<file path="src/rtl/txrx_seq.sv">
// Autonomous txrx bus initiator: one packet per command (poll, program, stream, start, poll).
// Build option: TXRX_SEQ_AUTO_DIS_EN clears TX_EN after each command.
`ifndef TXRX_ADDR_W
`define TXRX_ADDR_W 4
`endif
`ifndef CH_IDX_W
`define CH_IDX_W 6
`endif
`ifndef TXRX_TX_EN
`define TXRX_TX_EN 0
`endif
`ifndef TXRX_TX_START
`define TXRX_TX_START 1
`endif
`ifndef TXRX_TX_READY
`define TXRX_TX_READY 2
`endif
`ifndef TXRX_TX_DATA
`define TXRX_TX_DATA 3
`endif
`ifndef TXRX_AA
`define TXRX_AA 4
`endif
`ifndef TXRX_CH_IDX
`define TXRX_CH_IDX 5
`endif

module txrx_seq #(
  parameter int ADDR_W    = `TXRX_ADDR_W,
  parameter int CH_IDX_W  = `CH_IDX_W,
  parameter int LEN_W     = 8,
  parameter int TIMEOUT_W = 16
) (
  input  logic                clk,
  input  logic                rst,
  input  logic                cmd_valid,
  output logic                cmd_ready,
  input  logic [31:0]         cmd_aa,
  input  logic [CH_IDX_W-1:0] cmd_ch_idx,
  input  logic [LEN_W-1:0]    cmd_len,
  input  logic [7:0]          pl_data,
  input  logic                pl_valid,
  output logic                pl_ready,
  output logic                m_valid,
  output logic [ADDR_W-1:0]   m_address,
  output logic [31:0]         m_wdata,
  output logic                m_wstrb,
  input  logic [31:0]         m_rdata,
  input  logic                m_ready,
  output logic                busy,
  output logic                done,
  output logic                err
);

  localparam logic [ADDR_W-1:0] A_EN    = ADDR_W'(`TXRX_TX_EN);
  localparam logic [ADDR_W-1:0] A_START = ADDR_W'(`TXRX_TX_START);
  localparam logic [ADDR_W-1:0] A_READY = ADDR_W'(`TXRX_TX_READY);
  localparam logic [ADDR_W-1:0] A_DATA  = ADDR_W'(`TXRX_TX_DATA);
  localparam logic [ADDR_W-1:0] A_AA    = ADDR_W'(`TXRX_AA);
  localparam logic [ADDR_W-1:0] A_CH    = ADDR_W'(`TXRX_CH_IDX);

`ifdef TXRX_SEQ_AUTO_DIS_EN
  localparam logic AUTO_DIS = 1'b1;
`else
  localparam logic AUTO_DIS = 1'b0;
`endif

  typedef enum logic [3:0] {
    S_IDLE, S_POLL_IDLE, S_WR_AA, S_WR_CH, S_WR_TXEN, S_WR_DATA,
    S_WR_START1, S_WR_START0, S_POLL_BUSY, S_POLL_DONE, S_FIN, S_DONE
  } state_t;

  state_t                r_state, w_state, w_nxt, w_end;
  logic [31:0]           r_aa, w_aa;
  logic [CH_IDX_W-1:0]   r_ch, w_ch;
  logic [LEN_W-1:0]      r_cnt, w_cnt;
  logic [TIMEOUT_W-1:0]  r_tmo, w_tmo;
  logic                  r_to, w_to;
  logic                  r_mvalid, w_mvalid;
  logic [ADDR_W-1:0]     r_addr, w_addr, w_op_addr;
  logic [31:0]           r_wdata, w_wdata, w_op_data;
  logic                  r_wstrb, w_wstrb, w_op_wr;
  logic                  r_pl_ready, w_pl_ready;
  logic                  r_err, w_err;
  logic                  r_cmd_ready, r_busy, r_done;
  logic                  w_poll, w_sat;
  logic                  w_unused;

  assign w_unused = ^m_rdata[31:1];
  assign w_sat    = &r_tmo;
  assign w_poll   = (r_state == S_POLL_IDLE) || (r_state == S_POLL_BUSY) ||
                    (r_state == S_POLL_DONE);
  assign w_end    = AUTO_DIS ? S_FIN : S_DONE;

  // Per-state bus op and the state that follows its completion
  always_comb begin
    w_op_addr = A_READY;
    w_op_data = '0;
    w_op_wr   = 1'b0;
    w_nxt     = r_state;
    unique case (r_state)
      S_POLL_IDLE: w_nxt = m_rdata[0] ? S_WR_AA : S_POLL_IDLE;
      S_WR_AA:     begin w_op_addr = A_AA; w_op_data = r_aa; w_op_wr = 1'b1; w_nxt = S_WR_CH; end
      S_WR_CH:     begin w_op_addr = A_CH; w_op_data = 32'(r_ch); w_op_wr = 1'b1; w_nxt = S_WR_TXEN; end
      S_WR_TXEN:   begin w_op_addr = A_EN; w_op_data = 32'd1; w_op_wr = 1'b1; w_nxt = S_WR_DATA; end
      S_WR_DATA:   begin w_op_addr = A_DATA; w_op_data = {24'b0, pl_data}; w_op_wr = 1'b1; end
      S_WR_START1: begin w_op_addr = A_START; w_op_data = 32'd1; w_op_wr = 1'b1; w_nxt = S_WR_START0; end
      S_WR_START0: begin w_op_addr = A_START; w_op_wr = 1'b1; w_nxt = S_POLL_BUSY; end
      S_POLL_BUSY: w_nxt = m_rdata[0] ? S_POLL_BUSY : S_POLL_DONE;
      S_POLL_DONE: w_nxt = m_rdata[0] ? w_end : S_POLL_DONE;
      S_FIN:       begin w_op_addr = A_EN; w_op_wr = 1'b1; w_nxt = S_DONE; end
      default: ;
    endcase
  end

  always_comb begin
    w_state    = r_state;
    w_aa       = r_aa;
    w_ch       = r_ch;
    w_cnt      = r_cnt;
    w_to       = r_to;
    w_mvalid   = r_mvalid;
    w_addr     = r_addr;
    w_wdata    = r_wdata;
    w_wstrb    = r_wstrb;
    w_pl_ready = 1'b0;
    w_err      = r_err;
    if (r_state == S_IDLE) begin
      if (cmd_valid && r_cmd_ready) begin
        w_aa    = cmd_aa;
        w_ch    = cmd_ch_idx;
        w_cnt   = cmd_len;
        w_to    = 1'b0;
        w_err   = 1'b0;
        w_state = S_POLL_IDLE;
      end
    end else if (r_state == S_DONE) begin
      w_state = S_IDLE;
    end else if (r_mvalid) begin
      if (m_ready) begin
        w_mvalid = 1'b0;
        w_state  = w_nxt;
        if (r_state == S_WR_DATA) w_cnt = r_cnt - LEN_W'(1);
        if (w_poll && w_nxt == r_state && w_sat) begin
          w_state = w_end;
          w_to    = 1'b1;
        end
      end
    end else if (w_poll && w_sat) begin
      w_state = w_end;
      w_to    = 1'b1;
    end else if (r_state == S_WR_DATA && r_cnt == '0) begin
      w_state = S_WR_START1;
    end else if (r_state != S_WR_DATA || pl_valid) begin
      w_mvalid   = 1'b1;
      w_addr     = w_op_addr;
      w_wdata    = w_op_data;
      w_wstrb    = w_op_wr;
      w_pl_ready = (r_state == S_WR_DATA);
    end
    if (w_state == S_DONE) w_err = w_to;
    // Timeout counter restarts on every state change
    if (w_state != r_state)   w_tmo = '0;
    else if (w_poll && !w_sat) w_tmo = r_tmo + TIMEOUT_W'(1);
    else                      w_tmo = r_tmo;
  end

  always_ff @(posedge clk or posedge rst) begin
    if (rst) begin
      r_state     <= S_IDLE;
      r_aa        <= '0;
      r_ch        <= '0;
      r_cnt       <= '0;
      r_tmo       <= '0;
      r_to        <= 1'b0;
      r_mvalid    <= 1'b0;
      r_addr      <= '0;
      r_wdata     <= '0;
      r_wstrb     <= 1'b0;
      r_pl_ready  <= 1'b0;
      r_err       <= 1'b0;
      r_cmd_ready <= 1'b1;
      r_busy      <= 1'b0;
      r_done      <= 1'b0;
    end else begin
      r_state     <= w_state;
      r_aa        <= w_aa;
      r_ch        <= w_ch;
      r_cnt       <= w_cnt;
      r_tmo       <= w_tmo;
      r_to        <= w_to;
      r_mvalid    <= w_mvalid;
      r_addr      <= w_addr;
      r_wdata     <= w_wdata;
      r_wstrb     <= w_wstrb;
      r_pl_ready  <= w_pl_ready;
      r_err       <= w_err;
      r_cmd_ready <= (w_state == S_IDLE);
      r_busy      <= (w_state != S_IDLE);
      r_done      <= (w_state == S_DONE);
    end
  end

  assign cmd_ready = r_cmd_ready;
  assign pl_ready  = r_pl_ready;
  assign m_valid   = r_mvalid;
  assign m_address = r_addr;
  assign m_wdata   = r_wdata;
  assign m_wstrb   = r_wstrb;
  assign busy      = r_busy;
  assign done      = r_done;
  assign err       = r_err;

endmodule

</file>
<file path="config.mk">
export PLATFORM = sky130hd
export DESIGN_NAME = txrx_seq
export DESIGN_NICKNAME = d
export VERILOG_FILES = /design/src/rtl/txrx_seq.sv
export SDC_FILE = /design/constraint.sdc
export NUM_CORES = 1
export LEC_CHECK = 0
export ABC_AREA = 1
export BUFFER_PORTS_ARGS = -buffer_cell sky130_fd_sc_hd__clkbuf_2
export CAP_MARGIN = 5
export CORE_ASPECT_RATIO = 0.6
export CORE_MARGIN = 2
export CORE_UTILIZATION = 55
export CTS_CLUSTER_DIAMETER = 30
export CTS_CLUSTER_SIZE = 20
export DETAILED_ROUTE_END_ITERATION = 8
export PLACE_DENSITY = 0.8
export SYNTH_ARGS = -nofsm -noshare
export SYNTH_HDL_FRONTEND = slang
export SYNTH_SLANG_ARGS = --single-unit
export TNS_END_PERCENT = 20
</file>
<file path="constraint.sdc">
create_clock -name clk -period 7.9 [get_ports clk]
set_clock_uncertainty 0.15 [all_clocks]
set_input_delay 0.395 -clock clk [delete_from_list [all_inputs] [get_ports clk]]
set_output_delay 0.395 -clock clk [all_outputs]
set_load 0.01 [all_outputs]
</file>
# ---- After elaboration in Yosys (flattened, before gate mapping)
# Index checks and enable logic that the tools add are counted.
dict set report word_totals {
  regBits 110
  word_cells 113
}
dict set report classes {
  n_addsub 2
  n_eq_ne 17
  mux 44
  bitwise 5
  reduce_logical 30
}
# operator n
set ops {}
lappend ops {{$pmux W32 S4} 1}
lappend ops {{$mux W8} 6}
lappend ops {{$pmux W4 S9} 1}
lappend ops {{$mux W16} 2}
lappend ops {{$mux W4} 8}
lappend ops {{$mux W1} 23}
lappend ops {{$eq A4 B4 Y1 const B} 5}
lappend ops {{$add A16 B1 Y16 const B} 1}
lappend ops {{$eq A4 B3 Y1 const B} 4}
lappend ops {{$reduce_and A16 Y1} 1}
lappend ops {{$pmux W3 S5} 1}
lappend ops {{$reduce_bool A2 Y1} 6}
lappend ops {{$eq A4 B2 Y1 const B} 2}
lappend ops {{$logic_not A4 Y1} 2}
lappend ops {{$logic_not A8 Y1} 1}
lappend ops {{$sub A8 B1 Y8 const B} 1}
lappend ops {{$reduce_or A7 Y1} 1}
lappend ops {{$logic_and A1 B1 Y1} 6}
lappend ops {{$reduce_and A2 Y1} 3}
lappend ops {{$reduce_and A6 Y1} 1}
lappend ops {{$reduce_or A2 Y1} 3}
lappend ops {{$not A1 Y1} 5}
lappend ops {{$reduce_and A5 Y1} 1}
lappend ops {{$eq A4 B1 Y1 const B} 1}
lappend ops {{9 further kinds} 12}

# ---- Logic depth before layout (Yosys ltp)
# Gate-level depths: netlist (run 1).
dict set report logic_depth {
  depth_word 13
  depth_mapped 18
  ltp_nobuf 16
}

# ---- Worst setup path before layout (run 1)
# No wires, ideal clock.
dict set report synth_timing {
  path_kind {register to register}
  startpoint {register r_cnt[0]}
  endpoint {register r_tmo[9]}
  setup_time_ns 0.128
  arrival_time_ns 1.750
  t_required_ns 7.622
  setup_slack_ns 5.873
  path_stages_with_launch 15
  synth_period_minus_slack_ns 2.027
  path_cell_list {dfrtp_1 -> inv_1 -> ha_1 -> nand2_1 -> nor2_1 -> nand3_1 -> o21ai_0 -> nand2_1 -> a21oi_4 -> nand2_4 -> nand2_2 -> nand2_2 -> nand3_4 -> buf_12 -> nor2_4}
}
dict set report synth_between {
  elab_chain_len 9
  elab_cells_between_ends 10
  classes_between {eq/ne (1); mux (6); reduce/logical (3)}
}
# element line_no
set synth_rtl {}
lappend synth_rtl {{start, declared} 76} ;# logic [LEN_W-1:0] r_cnt, w_cnt;
lappend synth_rtl {{start signal, assigned} 189} ;# r_cnt <= w_cnt;
lappend synth_rtl {{$logic_not A8 Y1 (*)} 152} ;# end else if (r_state == S_WR_DATA && r_cnt == '0) begin
lappend synth_rtl {{$logic_and A1 B1 Y1 (*)} 152}
lappend synth_rtl {{$mux W4 (*)} 152}
lappend synth_rtl {{$mux W4 (*)} 149} ;# end else if (w_poll && w_sat) begin
lappend synth_rtl {{$mux W4 (*)} 139} ;# end else if (r_mvalid) begin
lappend synth_rtl {{$mux W4 (*)} 137} ;# end else if (r_state == S_DONE) begin
lappend synth_rtl {{$mux W4 (*)} 128} ;# if (r_state == S_IDLE) begin
lappend synth_rtl {{net w_state[0]} 73} ;# state_t r_state, w_state, w_nxt, w_end;
lappend synth_rtl {{$ne A4 B4 Y1 (*)} 163} ;# if (w_state != r_state) w_tmo = '0;
lappend synth_rtl {{$mux W16 / $reduce_bool A2 Y1 (equally long branches)} -}
lappend synth_rtl {{end signal, assigned} 190} ;# r_tmo <= w_tmo;
lappend synth_rtl {{end, declared} 77} ;# logic [TIMEOUT_W-1:0] r_tmo, w_tmo;
# Mark *: on every way through the listed nets, which the timed path passes. The rest lies on a longest branch.
# A chain may end at the register's enable or synchronous reset.

# ---- Final worst setup path (run 1)
dict set report layout_timing {
  startpoint {register r_state[0]}
  endpoint {register r_tmo[4]}
}
dict set report layout_between {
  elab_chain_len 12
  elab_cells_between_ends 32
  classes_between {eq/ne (13); mux (10); reduce/logical (9)}
}
# element line_no
set layout_rtl {}
lappend layout_rtl {{start, declared} 73}
lappend layout_rtl {{start signal, assigned} 186} ;# r_state <= w_state;
lappend layout_rtl {{$eq A4 B4 Y1, or another cell as far along} 101} ;# unique case (r_state)
lappend layout_rtl {{$pmux W4 S9 / $logic_or A1 B1 Y1 (equally long branches)} {101, 91}}
lappend layout_rtl {{$eq A4 B4 Y1 / $logic_or A1 B1 Y1 (equally long branches)} {144, 91}}
lappend layout_rtl {{$logic_and A1 B1 Y1 (2 in series)} 144} ;# if (w_poll && w_nxt == r_state && w_sat) begin
lappend layout_rtl {{$mux W4} 144}
lappend layout_rtl {{$mux W4} 140} ;# if (m_ready) begin
lappend layout_rtl {{$mux W4} 139}
lappend layout_rtl {{$mux W4} 137}
lappend layout_rtl {{$mux W4} 128}
lappend layout_rtl {{$ne A4 B4 Y1} 163}
lappend layout_rtl {{$mux W16 / $reduce_bool A2 Y1 (equally long branches)} -}
# Parallel ways exist; a longest one is shown, timed or not.

==> impl_metrics.ini, run 1 <==
[sta]
timing.fmax_mhz = 320
setup_tns_ns = 0
slew_viol_final = 0
tightest_slew_ns = 0.960
post-route-period-util = 0.396
finalHoldViolCount = 0
timing.hold.ws_ns = 0.0867
grt_setup_unrepaired = no
slew_headroom = 0.360
fin_crit_ns = 3.13
setup_viol = 0

[worst_setup_path]
crit_start = r_state[0]$_DFF_PP0_
r2r_start = r_state[0]$_DFF_PP0_
crit_fanout = 30
r2r_setup_slack_ns = 4.77
crit_path_end_kind = register
required_ns = 8.02
reg2reg_depth = 11
worstPathArrival_ns = 3.24
critPathKind = reg -> reg
worst_setup_path_start_kind = register

[finish]
nets = 826
drive_gt1_frac = 0.242
n_antenna_cell = 0
finalNonFillerCells = 867
syn2layout_area_growth_pct = 16.2

[synthesis]
syn_avg_cell_area_um2 = 8.30
synth_top_area_share = 0.508
synthTopCellsByArea = dfrtp_1, nand2_1, o21ai_0, inv_1, nor2_1
synth_cells = 641
syn_nets = 734
synth_commonest_cells = nand2_1, dfrtp_1, inv_1
yosysWarnings = 0
ys_seq_elements = 109
synth_most_common_cell = nand2_1
synth_edf_count = 0
yosysTopAreaCell = dfrtp_1
ys.flop_type = dfrtp_1
ys_seq_area_frac = 0.513
syn-cell-area_um2 = 5320
ys_types = 41
async_flop_share = 1.00

[power_and_ir_drop]
comb_power_share = 0.412
clkPwrFrac = 0.199
power.density_nw_per_um2 = 378
leakage_nw = 3.16
ir_drop_mv = 0.187
sequentialPowerShare = 0.389
p_sw_frac = 0.428
internal-power_mw = 1.34
switchingPower_uw = 1000
power_mw = 2.34

[cts]
hold_buffers = 1
post_cts_resized = 0
clk_pin_slew_ns = 0.07
cts_buffer_depth = 2
cts_made_buffers = 9
clkSinkCount = 109
root_buffer = clkbuf_16
post-cts-setup-buffers = 0
htree_levels = 3
clock_latency_ns = 0.35
cts_tree = done

[min_path]
hold_path_depth = 3
hp-class = in -> reg
min-delay-start = cmd_aa[11]

[floorplan]
die_height_um = 80.2
die_area_um2 = 10500
io-pin-count = 134
start_util = 0.573
coreArea_um2 = 9290
fp.dieW_um = 131
std_cell_rows = 27

[placement]
place_inst = 851
finalWeightedCongestion = 0.933
numPortBuffers = 101
dpl.hpwl_um = 8450

[route]
firstDrtPassIters = 4
wl_per_cell_um = 14.1
top_layer_used = met4
ant_nets = 0
drtIter0Drc = 295
drcViolationCount = 0
dr_wl_met2_um = 5440
wl_met3_um = 1030
dr_total_vias = 4442
vias_per_cell = 5.12
totalWireLength_um = 12200
met1_length_um = 5610

[global_route]
grt_usage = 0.250
grt_pass1_wl_um = 20400
antenna_found_initial = 0
grt_max_degree = 77
grt_pass1_vias = 4306
overflow = 0

[outcome]
status = finished clean

[job]
cap_violations = 0
layer usage:
layer | vias up | track usage
li1 | 2193 | -
met1 | 2085 | 0.354
met2 | 151 | 0.368
met3 | 13 | 0.0826
met4 | 0 | 0.0723
met5 | - | 0
critical path: stages, from the launching register on:
cell and delay, ns:
dfrtp_1 0.62, nor2_1 0.13, nand2_1 0.39, inv_2 0.21, nand3_1 0.11, buf_4 0.33
inv_1 0.18, a21oi_4 0.18, nand3_1 0.11, nand2_2 0.10, nand3_4 0.30, nor2_1 0.22
worst paths after layout:
| path | to |
|---|---|
| min in group asynchronous | m_wdata[21]$_DFFE_PP0P_ |
| setup reg to reg | r_tmo[4]$_DFFE_PP0P_ |
| hold / removal | r_aa[11]$_DFFE_PP0P_ |
| setup / recovery | r_tmo[4]$_DFFE_PP0P_ |
| hold reg to reg | r_aa[11]$_DFFE_PP0P_ |
| max in group asynchronous | busy$_DFF_PP0_ |
per-stage QoR:
step           worst slack (ns)  instance area, um^2   util
3_5_place_dp               4.85                 5860  0.631
6_report                   4.77                 6180  0.665
4_1_cts                    4.79                 6180  0.665
5_1_grt                    4.55                 6180  0.665
2_1_floorplan              4.48                 5320      -
3_3_place_gp               4.94                 5860  0.631
layout by cell type, fill, tap and decap left out, types with 2 or more instances in the layout:
master     netlist  layout
nand3_1         18      18
a31oi_1          4       4
nand2_2         12      12
nor2_1          43      42
buf_4            2       5
o21ai_2          6       6
nor2_4          12      12
nor3_1           4       4
inv_4            1       2
xnor2_1          3       3
ha_1             2       2
o22ai_1          4       4
a211oi_1         2       2
clkinv_4         0       2
o21ai_0         53      53
nand3_2          4       4
inv_2            6       6
dfrtp_1        108     108
clkbuf_2         0     101
nand4_1          7       7
nand2_1        226     226
clkbuf_16        0       9
inv_1           56      55
a21oi_1         10      10
nor2_2           9      10
o21bai_1         2       2
a221oi_1         3       3
xor2_1           8       8
final cells by class:
| type | instances | area [um^2] |
|---|---|---|
| Tap cell | 130 | 163 |
| Fill cell | 769 | 3110 |
| Multi-Input combinational cell | 443 | 2190 |
| Inverter | 63 | 241 |
| Sequential cell | 109 | 2730 |
| Timing Repair Buffer | 107 | 553 |
| Clock inverter | 5 | 67.6 |
| Clock buffer | 10 | 239 |
cells by family after synthesis:
family	Yosys count	synth area share
adders and majority gates	2	0.00470
and+or+nand+nor	337	0.282
DFF	109	0.513
buffers and inverters	89	0.0764
other	1	0.000705
AOI/OAI and AO/OA	91	0.104
muxes	1	0.00188
xor gates and xnor gates	11	0.0181
sequential cells by signal (all words and copies together), names as in the netlist, 3 cells and up:
name	cells
m_wdata	32
r_aa	32
r_tmo	16
r_cnt	8
r_ch	6
r_state	4
m_address	3
power by group through the flow:
stage | sequential (mW) | combinational, mW | clock (mW)
after floorplan | 0.910 | 0.724 | 0
after global placement | 0.902 | 0.921 | 0
after detailed placement | 0.912 | 0.955 | 0
after CTS | 0.905 | 0.965 | 0.474
after global routing | 0.929 | 1.08 | 0.496
final | 0.910 | 0.963 | 0.465
Note: power is estimated with default switching activity, not from simulation.
==> inputs of run 2 (changes only) <==
CORE_UTILIZATION = 48   (was 55)
PLACE_DENSITY = 0.74   (was 0.8)
clock period = 2.7 ns   (was 7.9 ns; I/O delays follow)
==> impl_metrics.ini, run 2 (synthesis gave the netlist of run 1 again) <==
[outcome]
status = finished clean

[cts]
root_buffer = clkbuf_16
cts_tree = done
htree_levels = 3
clock_latency_ns = 0.35
cts_made_buffers = 9
cts_buffer_depth = 2
clk_pin_slew_ns = 0.08
clkSinkCount = 109

[sta]
post-route-period-util = 0.912
setup_tns_ns = 0
finalHoldViolCount = 0
slew_headroom = 0.436
tightest_slew_ns = 0.844
timing.fmax_mhz = 406
grt_setup_unrepaired = no
timing.hold.ws_ns = 0.0233
setup_viol = 0
slew_viol_final = 0
fin_crit_ns = 2.46
setup_ws_ns = 0.239

[worst_setup_path]
crit_path_top_delay_cell = dfrtp_1
worst_setup_path_start_kind = register
r2r_setup_slack_ns = 0.24
worstPathArrival_ns = 2.57
cpPeakStageDelay_ns = 0.42
path_buf_inv = 3
crit_path_end_kind = register
required_ns = 2.81
cp_cell_sequence = buf_4 -> o211ai_4 -> nor2_4 -> inv_2 -> nand2_1 -> nor2_2 -> nand2_2 -> nor2_2 -> nand2_2 -> buf_12 -> o21ai_0
r2r_start = r_state[0]$_DFF_PP0_
timing.rr.end = m_wdata[5]$_DFFE_PP0P_
reg2reg_depth = 11
crit_fanout = 26
path_delay_family = simple AND/OR/NAND/NOR gates
critPathKind = reg -> reg

[finish]
utilization = 0.644
drive_gt1_frac = 0.239
finalNonFillerCells = 941
n_antenna_cell = 0
nets = 890
fillCellCount = 878
final_cell_mix = nand2_1, dfrtp_1, clkbuf_2
stdcell_area_um2 = 6870
syn2layout_area_growth_pct = 29.0
layout_commonest_cell = nand2_1

[power_and_ir_drop]
power_mw = 7.13
power.density_nw_per_um2 = 1040
leakage_nw = 3.45
ir_drop_mv = 0.503

[global_route]
overflow = 0
grt_pass1_wl_um = 22100
grt_pass1_vias = 4681
antenna_found_initial = 0
grt_max_degree = 50
grt_usage = 0.228

[placement]
place_ws_ns = 0.109
dpl.hpwl_um = 8870
place_inst = 869
numPortBuffers = 101
placed_cell_area_um2 = 5990
finalWeightedCongestion = 0.896

[min_path]
min-delay-start = pl_data[4]
hp-class = in -> reg
hold_end = m_wdata[4]$_DFFE_PP0P_
hold_path_depth = 5

[route]
drtIter0Drc = 343
totalWireLength_um = 12900
wl_per_cell_um = 13.8
ant_nets = 0
firstDrtPassIters = 5
dr_total_vias = 4725
vias_per_cell = 5.02
drcViolationCount = 0

[floorplan]
coreArea_um2 = 10700
fp.dieW_um = 140
io-pin-count = 134
die_area_um2 = 12000
die_height_um = 85.6
std_cell_rows = 29
start_util = 0.499

[job]
cap_violations = 0
-- run 2: cell count changes in the layout (fill, tap and decap cells not counted), moves of 2 or more --
| cell | change |
|---|---|
| clkinv_8 | +2 |
| buf_12 | +5 |
| clkinvlp_4 | +2 |
| dlygate4sd3_1 | +52 |
| buf_4 | +7 |
-- run 2: tightest hold or removal path: cells and delay by family --
kind	cells	cell delay (ns)
compound gates	1	0.09
simple gates	2	0.13
buf+inv	2	0.12
-- run 2: cell type report --
type	instances	area, um^2	area share
flip-flops and latches	109	2730	0.397
multi-input cells	443	2200	0.320
repair buffers	171	1230	0.179
inverters	63	243	0.0353
clock buffers	9	225	0.0328
well taps	139	174	0.0253
clock inverters	7	73.8	0.0108
-- run 2: repair_timing --
action,in CTS,in global routing
buffers inserted,0,3
hold buffers,53,0
endpoints found under the hold margin,85,0
endpoints found under the setup margin,0,45
gates resized for setup,0,2
-- run 2: where the power goes --
part           internal (mW)  leakage (nW)  switching [mW]
logic                   1.17          1.89            2.02
registers               2.25          1.41           0.361
clock network          0.651         0.143           0.670
-- run 2: worst max-delay path by stage --
stage	depth (start not counted)	slack (ns)	from	to
final	11	0.24	r_state[0]$_DFF_PP0_	m_wdata[5]$_DFFE_PP0P_
after detailed placement	11	0.11	r_state[3]$_DFF_PP0_	r_tmo[4]$_DFFE_PP0P_
after global routing	10	0.01	r_state[3]$_DFF_PP0_	r_cnt[5]$_DFFE_PP0P_
after floorplan	14	0.67	r_cnt[0]$_DFFE_PP0P_	r_tmo[9]$_DFFE_PP0P_
after CTS	11	0.1	r_state[3]$_DFF_PP0_	r_tmo[4]$_DFFE_PP0P_
after global placement	11	0.23	r_state[0]$_DFF_PP0_	r_tmo[4]$_DFFE_PP0P_
-- run 2: layer usage --
layer  part of all wire  wire length (um)  track usage
met4              0.011               148       0.0564
met2               0.46              5910        0.364
met3              0.071               914       0.0631
met1               0.46              5980        0.315
met5                  0                 0            0
==> inputs of run 3 (changes only) <==
GPL_ROUTABILITY_DRIVEN = 1   (was not set)
PLACE_DENSITY = not set   (was 0.74)
PLACE_DENSITY_LB_ADDON = 0.2   (was not set)
==> impl_metrics.ini, run 3 (synthesis gave the netlist of run 1 again) <==
[outcome]
status = finished clean

[power_and_ir_drop]
switchingPower_mw = 3.02
internal-power_mw = 4.07
ir_drop_mv = 0.461
power.density_nw_per_um2 = 1040
comb_power_share = 0.438
sequentialPowerShare = 0.373
leakage_nw = 3.44
power_mw = 7.09
p_sw_frac = 0.426
clkPwrFrac = 0.188

[worst_setup_path]
crit_fanout = 13
cp_cell_sequence = nor2_1 -> nand2_1 -> inv_2 -> nand3_1 -> inv_1 -> a21oi_1 -> inv_1 -> o21ai_0 -> nand2_1 -> o21ai_0
path_delay_family = buffers and inverters
worst_setup_path_start_kind = register
crit_path_top_delay_cell = dfrtp_1
worstPathArrival_ns = 2.56
critPathKind = reg -> reg
path_buf_inv = 3
crit_path_end_kind = register
required_ns = 2.78
cpPeakStageDelay_ns = 0.53

[route]
ant_nets = 0
totalWireLength_um = 12900
wl_per_cell_um = 13.7
drtIter0Drc = 326
dr_total_vias = 4690
drcViolationCount = 0
firstDrtPassIters = 5
vias_per_cell = 4.99

[cts]
root_buffer = clkbuf_16
htree_levels = 3
clkSinkCount = 109
clk_pin_slew_ns = 0.08
cts_made_buffers = 9
clock_latency_ns = 0.36
cts_tree = done
cts_buffer_depth = 2

[placement]
place_ws_ns = 0.214
dpl.hpwl_um = 8700
placed_cell_area_um2 = 5950
numPortBuffers = 101
place_inst = 865
finalWeightedCongestion = 0.883

[job]
cap_violations = 0

[finish]
utilization = 0.642
fillCellCount = 912
final_cell_mix = nand2_1, dfrtp_1, clkbuf_2
finalNonFillerCells = 940
multi_input_area_um2 = 2190
n_antenna_cell = 0
ff_latch_area_um2 = 2730
layout_commonest_cell = nand2_1
drive_gt1_frac = 0.236
nets = 889
stdcell_area_um2 = 6850
syn2layout_area_growth_pct = 28.7

[floorplan]
die_height_um = 85.6
std_cell_rows = 29
io-pin-count = 134
start_util = 0.499
die_area_um2 = 12000
fp.dieW_um = 140
coreArea_um2 = 10700

[sta]
post-route-period-util = 0.919
setup_tns_ns = 0
fin_crit_ns = 2.48
tightest_slew_ns = 0.813
grt_setup_unrepaired = no
slew_viol_final = 0
setup_viol = 0
setup_ws_ns = 0.218
slew_headroom = 0.457
timing.fmax_mhz = 403
finalHoldViolCount = 0
timing.hold.ws_ns = 0.0205

[min_path]
hp-class = in -> reg

[global_route]
overflow = 0
grt_usage = 0.226
antenna_found_initial = 0
grt_pass1_wl_um = 21600
grt_pass1_vias = 4563
grt_max_degree = 50
[run 3: tightest hold or removal path, stage by stage]
cell and delay, ns:
clkbuf_2 0.08, inv_1 0.05, nor2_1 0.04, nor2_1 0.12
o21ai_2 0.07
[run 3: layout make-up]
type / instances / share of cell area
clock inverter: 6 / 0.00932
clock buffer: 10 / 0.0349
timing repair buffer: 170 / 0.177
tap: 139 / 0.0254
inverter: 63 / 0.0354
sequential: 109 / 0.399
multi-input combinational: 443 / 0.320
[run 3: layer usage]
layer,vias up,share of wire,GRT usage
li1,2317,-,-
met1,2225,0.48,0.320
met2,136,0.45,0.347
met3,12,0.064,0.0664
met4,0,0.0094,0.0555
met5,-,0,0
[run 3: power by group through the flow]
| stage | Sequential [mW] | Clock [mW] | Combinational (mW) |
|---|---|---|---|
| floorplan | 2.66 | 0 | 2.12 |
| global placement | 2.65 | 0 | 2.80 |
| finish | 2.65 | 1.33 | 3.11 |
| global route | 2.72 | 1.43 | 3.48 |
| detailed placement | 2.67 | 0 | 2.88 |
| CTS | 2.64 | 1.36 | 2.96 |
[run 3: timing repair]
action,in CTS,in global routing
resized for setup,0,1
hold buffers,55,0
endpoints found under the setup margin,0,4
hold endpoints to repair,87,0
setup buffers,0,4
[run 3: path summary, 6_finish.rpt]
check,from,endpoint,slack [ns],cells past startpoint
max,r_state[2]$_DFF_PP0_,r_cnt[5]$_DFFE_PP0P_,0.22,10
min,pl_data[1],m_wdata[1]$_DFFE_PP0P_,0.02,5
max reg2reg,r_state[2]$_DFF_PP0_,r_cnt[5]$_DFFE_PP0P_,0.22,10
min reg2reg,r_aa[11]$_DFFE_PP0P_,r_aa[11]$_DFFE_PP0P_,0.34,2
max in group asynchronous,rst,cmd_ready$_DFF_PP1_,1.39,4
min in group asynchronous,rst,r_tmo[0]$_DFFE_PP0P_,0.32,3
